## src/rtl/sa_cache_pkg.sv

```systemverilog
// Shared types and geometry for the 4-set, 4-way write-through cache controller.
package sa_cache_pkg;

    localparam int unsigned TAG_W    = 26;
    localparam int unsigned SET_W    = 2;
    localparam int unsigned WORD_W   = 2;
    localparam int unsigned NUM_SETS = 4;
    localparam int unsigned NUM_WAYS = 4;
    localparam int unsigned LINE_W   = 128;

    typedef enum logic [2:0] {
        StIdle,
        StLookup,
        StRefill,
        StWrmem,
        StResp
    } state_e;

    typedef struct packed {
        logic [TAG_W-1:0]  tag;
        logic [SET_W-1:0]  set;
        logic [WORD_W-1:0] word;
        logic [1:0]        byte_off;
    } addr_t;

endpackage

```

## src/rtl/sa_cache_if.sv

```systemverilog
// CPU-side and memory-side bus of the cache controller.
interface sa_cache_if;
    import sa_cache_pkg::*;

    logic              cpu_req;
    logic              cpu_we;
    logic [31:0]       cpu_addr;
    logic [31:0]       cpu_wdata;
    logic              cpu_done;
    logic [31:0]       cpu_rdata;

    logic              mem_req;
    logic              mem_we;
    logic [31:0]       mem_addr;
    logic [31:0]       mem_wdata;
    logic [LINE_W-1:0] mem_rdata;
    logic              mem_ack;

    // slave: the cache controller; master: the CPU and memory around it
    modport slave (
        input  cpu_req, cpu_we, cpu_addr, cpu_wdata, mem_rdata, mem_ack,
        output cpu_done, cpu_rdata, mem_req, mem_we, mem_addr, mem_wdata
    );

    modport master (
        output cpu_req, cpu_we, cpu_addr, cpu_wdata, mem_rdata, mem_ack,
        input  cpu_done, cpu_rdata, mem_req, mem_we, mem_addr, mem_wdata
    );

endinterface

```

## src/rtl/sa_cache_ctrl_plru.sv

```systemverilog
// Victim selection and tree-PLRU update for the three PLRU bits of one set.
module sa_plru (
    input  logic [2:0] plru_i,
    input  logic [3:0] valid_i,
    input  logic [1:0] way_i,
    output logic [1:0] victim_o,
    output logic [2:0] plru_o
);

    // Invalid ways are filled lowest-first before the tree is consulted
    always_comb begin
        victim_o = 2'd0;
        if (!valid_i[0]) begin
            victim_o = 2'd0;
        end else if (!valid_i[1]) begin
            victim_o = 2'd1;
        end else if (!valid_i[2]) begin
            victim_o = 2'd2;
        end else if (!valid_i[3]) begin
            victim_o = 2'd3;
        end else if (!plru_i[0]) begin
            victim_o = {1'b0, plru_i[1]};
        end else begin
            victim_o = {1'b1, plru_i[2]};
        end
    end

    always_comb begin
        plru_o = plru_i;
        if (!way_i[1]) begin
            plru_o[0] = 1'b1;
            plru_o[1] = (way_i == 2'd0);
        end else begin
            plru_o[0] = 1'b0;
            plru_o[2] = (way_i == 2'd2);
        end
    end

endmodule

```

## src/rtl/sa_cache_ctrl.sv

```systemverilog
// 4-set, 4-way, write-through / no-write-allocate cache controller with
// tree-PLRU replacement and saturating hit/miss counters.
module sa_cache_ctrl
    import sa_cache_pkg::*;
(
    input  logic        clk,
    input  logic        rst_n,
    sa_cache_if.slave   bus,
    input  logic        flush_i,
    output logic        busy_o,
    output logic [15:0] hit_cnt_o,
    output logic [15:0] miss_cnt_o
);

    state_e state_q, state_d;

    logic        we_q;
    addr_t       addr_q;
    logic [31:0] wdata_q;
    logic [31:0] rdata_q;
    logic [15:0] hit_cnt_q;
    logic [15:0] miss_cnt_q;

    logic [NUM_WAYS-1:0] valid_q [NUM_SETS];
    logic [2:0]          plru_q  [NUM_SETS];
    logic [TAG_W-1:0]    tag_q   [NUM_SETS][NUM_WAYS];
    logic [LINE_W-1:0]   data_q  [NUM_SETS][NUM_WAYS];

    logic              hit;
    logic [1:0]        hit_way;
    logic [1:0]        victim;
    logic [1:0]        upd_way;
    logic [2:0]        plru_upd;
    logic [LINE_W-1:0] hit_line;
    logic [31:0]       hit_word;
    logic [31:0]       refill_word;
    logic              lookup_hit;
    logic              lookup_miss;
    logic              refill_done;

    // Downward scan so the lowest matching way wins
    always_comb begin
        hit     = 1'b0;
        hit_way = 2'd0;
        for (int w = NUM_WAYS - 1; w >= 0; w--) begin
            if (valid_q[addr_q.set][w] && (tag_q[addr_q.set][w] == addr_q.tag)) begin
                hit     = 1'b1;
                hit_way = 2'(w);
            end
        end
    end

    assign hit_line    = data_q[addr_q.set][hit_way];
    assign hit_word    = hit_line[{addr_q.word, 5'b0} +: 32];
    assign refill_word = bus.mem_rdata[{addr_q.word, 5'b0} +: 32];
    assign lookup_hit  = (state_q == StLookup) && hit;
    assign lookup_miss = (state_q == StLookup) && !hit;
    assign refill_done = (state_q == StRefill) && bus.mem_ack;
    assign upd_way     = (state_q == StRefill) ? victim : hit_way;

    sa_plru u_plru (
        .plru_i   (plru_q[addr_q.set]),
        .valid_i  (valid_q[addr_q.set]),
        .way_i    (upd_way),
        .victim_o (victim),
        .plru_o   (plru_upd)
    );

    always_ff @(posedge clk or negedge rst_n) begin
        if (!rst_n) begin
            state_q <= StIdle;
        end else begin
            state_q <= state_d;
        end
    end

    always_comb begin
        state_d = state_q;
        unique case (state_q)
            StIdle:   if (!flush_i && bus.cpu_req) state_d = StLookup;
            StLookup: state_d = we_q ? StWrmem : (hit ? StResp : StRefill);
            StRefill: if (bus.mem_ack) state_d = StResp;
            StWrmem:  if (bus.mem_ack) state_d = StResp;
            StResp:   state_d = StIdle;
            default:  state_d = StIdle;
        endcase
    end

    always_comb begin
        bus.cpu_done  = (state_q == StResp);
        bus.cpu_rdata = rdata_q;
        busy_o        = (state_q != StIdle);
        bus.mem_req   = 1'b0;
        bus.mem_we    = 1'b0;
        bus.mem_addr  = '0;
        bus.mem_wdata = '0;
        unique case (state_q)
            StRefill: begin
                bus.mem_req  = 1'b1;
                bus.mem_addr = {addr_q.tag, addr_q.set, 4'b0000};
            end
            StWrmem: begin
                bus.mem_req   = 1'b1;
                bus.mem_we    = 1'b1;
                bus.mem_addr  = addr_q;
                bus.mem_wdata = wdata_q;
            end
            default: ;
        endcase
    end

    // Byte offset is zeroed on capture, so addr_q doubles as the word address
    always_ff @(posedge clk or negedge rst_n) begin
        if (!rst_n) begin
            we_q    <= 1'b0;
            addr_q  <= '0;
            wdata_q <= '0;
            rdata_q <= '0;
        end else begin
            if ((state_q == StIdle) && !flush_i && bus.cpu_req) begin
                we_q    <= bus.cpu_we;
                addr_q  <= bus.cpu_addr & 32'hFFFF_FFFC;
                wdata_q <= bus.cpu_wdata;
            end
            if (lookup_hit && !we_q) begin
                rdata_q <= hit_word;
            end else if (refill_done) begin
                rdata_q <= refill_word;
            end
        end
    end

    always_ff @(posedge clk or negedge rst_n) begin
        if (!rst_n) begin
            hit_cnt_q  <= '0;
            miss_cnt_q <= '0;
        end else begin
            if (lookup_hit && (hit_cnt_q != 16'hFFFF)) hit_cnt_q <= hit_cnt_q + 16'd1;
            if (lookup_miss && (miss_cnt_q != 16'hFFFF)) miss_cnt_q <= miss_cnt_q + 16'd1;
        end
    end

    assign hit_cnt_o  = hit_cnt_q;
    assign miss_cnt_o = miss_cnt_q;

    always_ff @(posedge clk or negedge rst_n) begin
        if (!rst_n) begin
            valid_q <= '{default: '0};
            plru_q  <= '{default: '0};
        end else if ((state_q == StIdle) && flush_i) begin
            valid_q <= '{default: '0};
            plru_q  <= '{default: '0};
        end else begin
            if (lookup_hit) begin
                plru_q[addr_q.set] <= plru_upd;
            end
            if (refill_done) begin
                valid_q[addr_q.set][victim] <= 1'b1;
                plru_q[addr_q.set]          <= plru_upd;
            end
        end
    end

    always_ff @(posedge clk) begin
        if (lookup_hit && we_q) begin
            data_q[addr_q.set][hit_way][{addr_q.word, 5'b0} +: 32] <= wdata_q;
        end
        if (refill_done) begin
            data_q[addr_q.set][victim] <= bus.mem_rdata;
            tag_q[addr_q.set][victim]  <= addr_q.tag;
        end
    end

endmodule

```

## src/flat_wrapper.sv

```systemverilog
// flat-port wrapper written by rule: the top's interface ports become plain ports
module sa_cache_ctrl_flat import sa_cache_pkg::*;
  (clk, rst_n, flush_i, busy_o, hit_cnt_o, miss_cnt_o, bus_cpu_req, bus_cpu_we, bus_cpu_addr, bus_cpu_wdata, bus_mem_rdata, bus_mem_ack, bus_cpu_done, bus_cpu_rdata, bus_mem_req, bus_mem_we, bus_mem_addr, bus_mem_wdata);
  sa_cache_if bus_i ();
  input  logic clk;
  input  logic rst_n;
  input  logic flush_i;
  output logic busy_o;
  output logic [15:0] hit_cnt_o;
  output logic [15:0] miss_cnt_o;
  input wire logic [$bits(bus_i.cpu_req)-1:0] bus_cpu_req;
  input wire logic [$bits(bus_i.cpu_we)-1:0] bus_cpu_we;
  input wire logic [$bits(bus_i.cpu_addr)-1:0] bus_cpu_addr;
  input wire logic [$bits(bus_i.cpu_wdata)-1:0] bus_cpu_wdata;
  input wire logic [$bits(bus_i.mem_rdata)-1:0] bus_mem_rdata;
  input wire logic [$bits(bus_i.mem_ack)-1:0] bus_mem_ack;
  output wire logic [$bits(bus_i.cpu_done)-1:0] bus_cpu_done;
  output wire logic [$bits(bus_i.cpu_rdata)-1:0] bus_cpu_rdata;
  output wire logic [$bits(bus_i.mem_req)-1:0] bus_mem_req;
  output wire logic [$bits(bus_i.mem_we)-1:0] bus_mem_we;
  output wire logic [$bits(bus_i.mem_addr)-1:0] bus_mem_addr;
  output wire logic [$bits(bus_i.mem_wdata)-1:0] bus_mem_wdata;
  assign bus_i.cpu_req = bus_cpu_req;
  assign bus_i.cpu_we = bus_cpu_we;
  assign bus_i.cpu_addr = bus_cpu_addr;
  assign bus_i.cpu_wdata = bus_cpu_wdata;
  assign bus_i.mem_rdata = bus_mem_rdata;
  assign bus_i.mem_ack = bus_mem_ack;
  assign bus_cpu_done = bus_i.cpu_done;
  assign bus_cpu_rdata = bus_i.cpu_rdata;
  assign bus_mem_req = bus_i.mem_req;
  assign bus_mem_we = bus_i.mem_we;
  assign bus_mem_addr = bus_i.mem_addr;
  assign bus_mem_wdata = bus_i.mem_wdata;
  sa_cache_ctrl u_core (.clk(clk), .rst_n(rst_n), .bus(bus_i), .flush_i(flush_i), .busy_o(busy_o), .hit_cnt_o(hit_cnt_o), .miss_cnt_o(miss_cnt_o));
endmodule
```

## config.mk

```make
export PLATFORM = sky130hd
export DESIGN_NAME = sa_cache_ctrl_flat
export DESIGN_NICKNAME = d
export VERILOG_FILES = /design/src/rtl/sa_cache_pkg.sv /design/src/rtl/sa_cache_if.sv /design/src/rtl/sa_cache_ctrl_plru.sv /design/src/rtl/sa_cache_ctrl.sv /design/src/flat_wrapper.sv
export SDC_FILE = /design/constraint.sdc
export NUM_CORES = 2
export LEC_CHECK = 0
export ABC_AREA = 1
export CAP_MARGIN = 30
export CORE_MARGIN = 3
export CORE_UTILIZATION = 35
export DETAILED_ROUTE_END_ITERATION = 6
export GPL_ROUTABILITY_DRIVEN = 0
export HOLD_SLACK_MARGIN = 0.1
export SLEW_MARGIN = 5
export SYNTH_ARGS = -nofsm -noshare
export SYNTH_HDL_FRONTEND = slang
export SYNTH_SLANG_ARGS = --single-unit
```

## constraint.sdc

```tcl
create_clock -name clk -period 7 [get_ports clk]
set_input_delay 1.75 -clock clk [delete_from_list [all_inputs] [get_ports clk]]
set_output_delay 1.75 -clock clk [all_outputs]
set_load 0.01 [all_outputs]
```

**Yosys cells after proc, flatten, opt, wreduce, memory -nomap -nowiden**

Memories as Yosys holds them, arrays and structs flattened.
Index checks and enable logic that the tools add are counted.
Widths: inputs -> output; s select.

- Add/sub/neg operators: 3
- Magnitude comparators: 8
- Eq/ne operators: 13
- Shift operators: 4
- Multiplexer cells: 574
- Bitwise logic cells: 516
- Reduce and logical (&&, ||, !) cells: 29

Operators with widths:

| cell | number |
|---|---|
| $mux 512 | 2 |
| $mux 1 | 524 |
| $demux 128 s2 | 2 |
| $mux 128 | 4 |
| $or 1x1->1 | 512 |
| $bmux 128 s2 | 1 |
| $shiftx 128x8->32 | 2 |
| $shift 32x9->128 const A | 1 |
| $shiftx 32x9->128 | 1 |
| $eq 26x26->1 | 4 |
| $mux 104 | 1 |
| $mux 32 | 3 |
| $pmux 32 s2 | 1 |
| $demux 26 s2 | 1 |
| $mux 12 | 4 |
| $add 16x1->16 const B | 2 |
| $mux 16 | 2 |
| $ne 16x16->1 const B | 2 |
| $mux 26 | 1 |
| $bwmux 12 | 2 |
| $mux 3 | 7 |
| $mux 2 | 10 |
| $logic_and 1x1->1 | 19 |
| $or 16x16->16 | 1 |
| 25 further kinds | 38 |

- Flip-flop bits (word level): 158
- Memory bits (writable): 2,464
- Input bits: 198
- Output and inout port bits: 132
- Logic and storage cells: 1,166
- Memories: 2

Memories:

| name | depth | bits a word | rd ports | clocked after memory_dff | wr ports | RTL line | source |
|---|---|---|---|---|---|---|---|
| u_core.data_q | 4 | 512 | 1 | 0 | 1 | sa_cache_ctrl.sv:27 | `logic [LINE_W-1:0] data_q [NUM_SETS][NUM_WAYS];` |
| u_core.tag_q | 4 | 104 | 1 | 0 | 1 | sa_cache_ctrl.sv:26 | `logic [TAG_W-1:0] tag_q [NUM_SETS][NUM_WAYS];` |

**Logic depth before layout (Yosys ltp)**

- Depth after elaboration: 18
- Mapped depth: 27
- Gate-level depth less buffers: 22

**Cells and area by module**

From an unflattened synthesis, not the netlist that was laid out.

- Cell total of the unflattened synthesis: 9,634
- Area, all modules: 110,987.7 µm²

Modules (own cells, without submodules):

| module | times used | cells an instance | area each (µm²) | sequential area each (µm²) |
|---|---|---|---|---|
| sa_cache_ctrl | 1 | 9,619 | 110,912.6 | 77,944.8 |
| sa_plru | 1 | 15 | 75.1 | 0.0 |

**Worst setup path after synthesis**

OpenSTA, ideal clock, no wires.

- Path type: input to register
- From: input bus_mem_ack
- To: memory u_core.data_q[0][256] in the netlist's numbering, enable pin
- Setup time: 0.421 ns
- Data arrival time: 4.032 ns
- Required time: 6.579 ns
- Slack: 2.547 ns
- Stages: 8
- Path buffers: 2
- Cell sequence: nand2_1 > inv_1 > nand4_1 > clkbuf_1 > clkbuf_1 > o21ai_0 > inv_1 > nor2_1

- Cells in the longest elaborated chain, start to end: 4

Ends and longest elaborated chain:

| element | RTL line | source |
|---|---|---|
| start: declaration | flat_wrapper.sv:16 | `input wire logic [$bits(bus_i.mem_ack)-1:0] bus_mem_ack;` |
| $logic_and 1x1->1 | sa_cache_ctrl.sv:58 | `assign refill_done = (state_q == StRefill) && bus.mem_ack;` |
| $mux 1 | sa_cache_ctrl.sv:168 | `if (refill_done) begin` |
| $mux 512 (not written as such) | sa_cache_ctrl.sv:169 | `data_q[addr_q.set][victim] <= bus.mem_rdata;` |
| $or 1x1->1 (no line) | -- |  |
| end: declaration | sa_cache_ctrl.sv:27 |  |

No other way between the ends.

**Worst setup path after layout**

- From: register u_core.addr_q[4] in the netlist's numbering
- To: register u_core.rdata_q[24], in the netlist u_core.bus.cpu_rdata[24]

- Cells in the longest elaborated chain, start to end: 15
- Elaborated cells on any way between the ends: 31
- Classes of those cells: eq/ne: 4; shift: 1; mux: 15; bitwise: 2; reduce/logical: 7; memory: 2

Ends and longest elaborated chain:

| element | RTL line | source |
|---|---|---|
| start: declaration | sa_cache_ctrl.sv:18 | `addr_t addr_q;` |
| start signal: assignment | sa_cache_ctrl.sv:122 | `addr_q <= bus.cpu_addr & 32'hFFFF_FFFC;` |
| parallel branches: the longest is 15 deep, another holds $mem_v2 4x104 | -- |  |
| end signal: assignment | sa_cache_ctrl.sv:126 | `rdata_q <= hit_word;` |
| end signal: assignment | sa_cache_ctrl.sv:128 | `rdata_q <= refill_word;` |
| end: declaration | sa_cache_ctrl.sv:20 | `logic [31:0] rdata_q;` |

Parallel ways; which one is timed is not known. The select of a mux whose other input is x is not followed.
A chain may end at the register's enable or synchronous reset.

==> results.md <==
* Status: completed
* DRC at 0
* Avg WL per Cell at 29.3 µm
* Final ANT Viol Nets at 0
* Async S/R FF share, synth at 0.0603
* Die Y at 570 µm
* PD cells at 421 nW/µm²
* Vias in the first global route at 78400
* CTS tree: done
* DR pass1 iterations at 6
* Max incr delay on CP at 0.75 ns
* GRT Util Overall at 0.245
* Part of the cycle the worst path needs at 0.891
* First-pass GRT wire length at 574000 µm
* Initial core utilization at 0.352
* Final worst hold slack at 0.486 ns
* Gates resized, CTS repair at 0
* Minimum clock period at 6.24 ns
* Clk slew on worst S/H paths at 0.06 ns
* Synth Area in Compound Gates at 0.109
* Post-Route WL at 412000 µm
* Hold Path Class: reg2reg
* Worst-margin pin slew at 1.14 ns
* Mux share of post-synthesis cell area at 0.000101
* Setup Skew at 0.131 ns
* Mapped Cells at 9450
* Grt ovf at 0
* I/O Buffers at 325
* Final setup fails at 0
* Slew HR at 0.239
* Clk buf depth at 4
* Post-synthesis adder-cell area fraction at 0.000788
* Main combinational cell family by area after synthesis: simple AND/OR/NAND/NOR gates
* CP max stage cell: dfrtp_4
* WP buf/inv at 4
* RSZ-0062 raised after global routing: no
* Iter 0 DRT Violations at 11800
* Die W at 570 µm
* Clk sinks at 2622
* # IOs at 330
* Simple-gate share of the synthesized area at 0.152
* Kind of critical path: reg2reg
* Share of layout cells above drive strength 1 at 0.0761
* Hold_buf cts at 0
* Slew Viols, Final at 0
* Cell Rows at 206
* Tot Pwr at 54.4 mW
* Final setup margin at 0.761 ns
* CORE AREA at 315000 µm²
* Fmax at 160 MHz
* Ys Warns at 0
* Count of nets after finishing at 9898
* Final hold vios at 0
* P_leak at 45.7 nW
* Cell family with most CP delay: simple AND/OR/NAND/NOR gates
* Detailed-route via count at 82000
* Seq cells post-synth at 2622
* Netlist cell types at 51
* Worst-skew pair later-pin latency at 0.94 ns
* Initial antenna violation count at 37
* Worst IR Drop VDD at 0.435 mV
* H-tree levels at 5
* Num CTS Buffers at 283
* Post-CTS Setup Inserts at 0
* Setup TNS at 0 ns
* Seq/Total Area, Yosys at 0.701
* Die footprint at 324000 µm²
* Crit path DAT at 7.01 ns
* Cell area after synthesis at 111000 µm²
* Post-DP Area at 120000 µm²
* Vias/cell at 5.82
* CP endpoint kind: flop
* XOR/XNOR Fraction of Synth Area at 0.00228
* Dpl hpwl at 256000 µm
* Number of flops mapped to enable cells by yosys at 2464
* Ys flop type: edfxtp_1
* Largest net degree at the start of global routing at 169
* Top cell by count, worst path: nand2_1
* Max FO, Critical Path at 62
* CP Cell Sequence: inv_6 -> buf_12 -> buf_4 -> nand2_1 -> nand2_1 -> nand2_1 -> nand3_1 -> nand2_1 -> nor2_1 -> nand2_1 -> nor2_1 -> nand2_1 -> nor2_1 -> nand3_4 -> nand2_4 -> buf_12 -> nand2_1 -> nand3_1 -> nand3_1 -> nand2_1 -> nand3_1 -> nand3_1 -> nand2_1
* Area growth syn-to-layout at 16.1%
* Design Area, Final at 129000 µm²
* Worst setup SP type: flop
* WP data required at 7.77 ns
* Dpl ws at 0.920 ns
* # Max-Cap Violations at 0
* Root buf cell: clkbuf_16
* Syn avg cell area at 11.8 µm²
[cells in the final DEF (no fill, tap or decap), types with 12 or more instances in the layout]
cell             instances
a221oi_1               321
buf_4                  180
a21oi_1                216
clkbuf_8                13
diode_2                 18
clkbuf_1                65
nor3_1                  41
clkdlybuf4s50_1        324
xor2_1                  20
clkinv_1                49
bufinv_16               18
inv_6                   21
edfxtp_1              2464
a31oi_1                 12
nor2_1                 547
a22oi_1                330
o21ai_1                 33
inv_1                  293
nand3_1                763
o21a_1                  14
o21ai_0                504
clkinv_2                38
nand4_1                100
buf_12                  44
nand2_1               2540
clkbuf_16              286
dfrtp_1                154
a22o_1                 321
nor2_4                  80
[cells in the mapped netlist, drive strengths merged, types with 42 or more instances]
cell type / n / area (µm²)
nand3: 767 / 3860
a22oi: 330 / 2480
buf: 211 / 1240
clkbuf: 394 / 1480
a22o: 321 / 2810
dfrtp: 158 / 3950
nand2: 2551 / 9590
inv: 304 / 1150
o21ai: 538 / 2700
edfxtp: 2464 / 74000
nand4: 100 / 626
a221oi: 321 / 2810
nor3: 42 / 210
a21oi: 216 / 1080
nor2: 634 / 2440
[cell type report]
cell class                      count  area [µm²]
Fill cell                       29400      186000
Timing Repair Buffer              562        5750
Multi-Input combinational cell   5916       30000
Sequential cell                  2622       78000
Inverter                          308        1200
Tap cell                         4160        5200
Clock buffer                      363        7570
Antenna cell                       18        45.0
Clock inverter                    140        1310
[power breakdown]
group | internal [mW] | switching (mW) | total [mW]
clock | 8.34 | 6.22 | 14.6
sequential | 20.3 | 0.931 | 21.2
combinational | 5.10 | 13.5 | 18.6
total | 33.7 | 20.7 | 54.4
[worst paths after layout]
check | from | end | slack (ns) | cells after the start
hold reg to reg | u_core.valid_q[9] | u_core.valid_q[9] | 0.49 | 1
min in group asynchronous | rst_n | u_core.hit_cnt_o[7] | 0.87 | 1
hold / removal | u_core.valid_q[9] | u_core.valid_q[9] | 0.49 | 1
setup reg to reg | u_core.addr_q[4] | u_core.bus.cpu_rdata[24] | 0.76 | 23
setup / recovery | u_core.addr_q[4] | u_core.bus.cpu_rdata[24] | 0.76 | 23
max in group asynchronous | rst_n | u_core.bus.cpu_rdata[22] | 4.65 | 2
[per-layer routing]
metal  GRT usage  share of wire
met5     0.00149        0.00022
met4       0.148          0.069
met3      0.0645           0.12
met2       0.371           0.44
met1       0.315           0.37
[flip-flops by register name, indices dropped and copies added (netlist names)]
signal,count
u_core.state_q,3
u_core.wdata_q,32
u_core.tag_q,416
u_core.bus.cpu_rdata,32
u_core.data_q,2048
u_core.miss_cnt_o,16
u_core.we_q,1
u_core.addr_q,30
u_core.plru_q,12
u_core.valid_q,16
u_core.hit_cnt_o,16
[cells by family after synthesis]
logic type      count (synthesis)
flops                        2622
xor+xnor                       29
buf+inv                       913
simple gates                 4112
fa+ha+maj                       7
compound gates               1765
mux                             1
other cells                     1
[stage by stage]
step                       util  cells
after floorplan               -   9451
after CTS                 0.409  14100
after global placement    0.380  13600
final                     0.409  14100
after detailed placement  0.380  13600
after global routing      0.409  14100
Note: power is estimated with default switching activity, not from simulation.
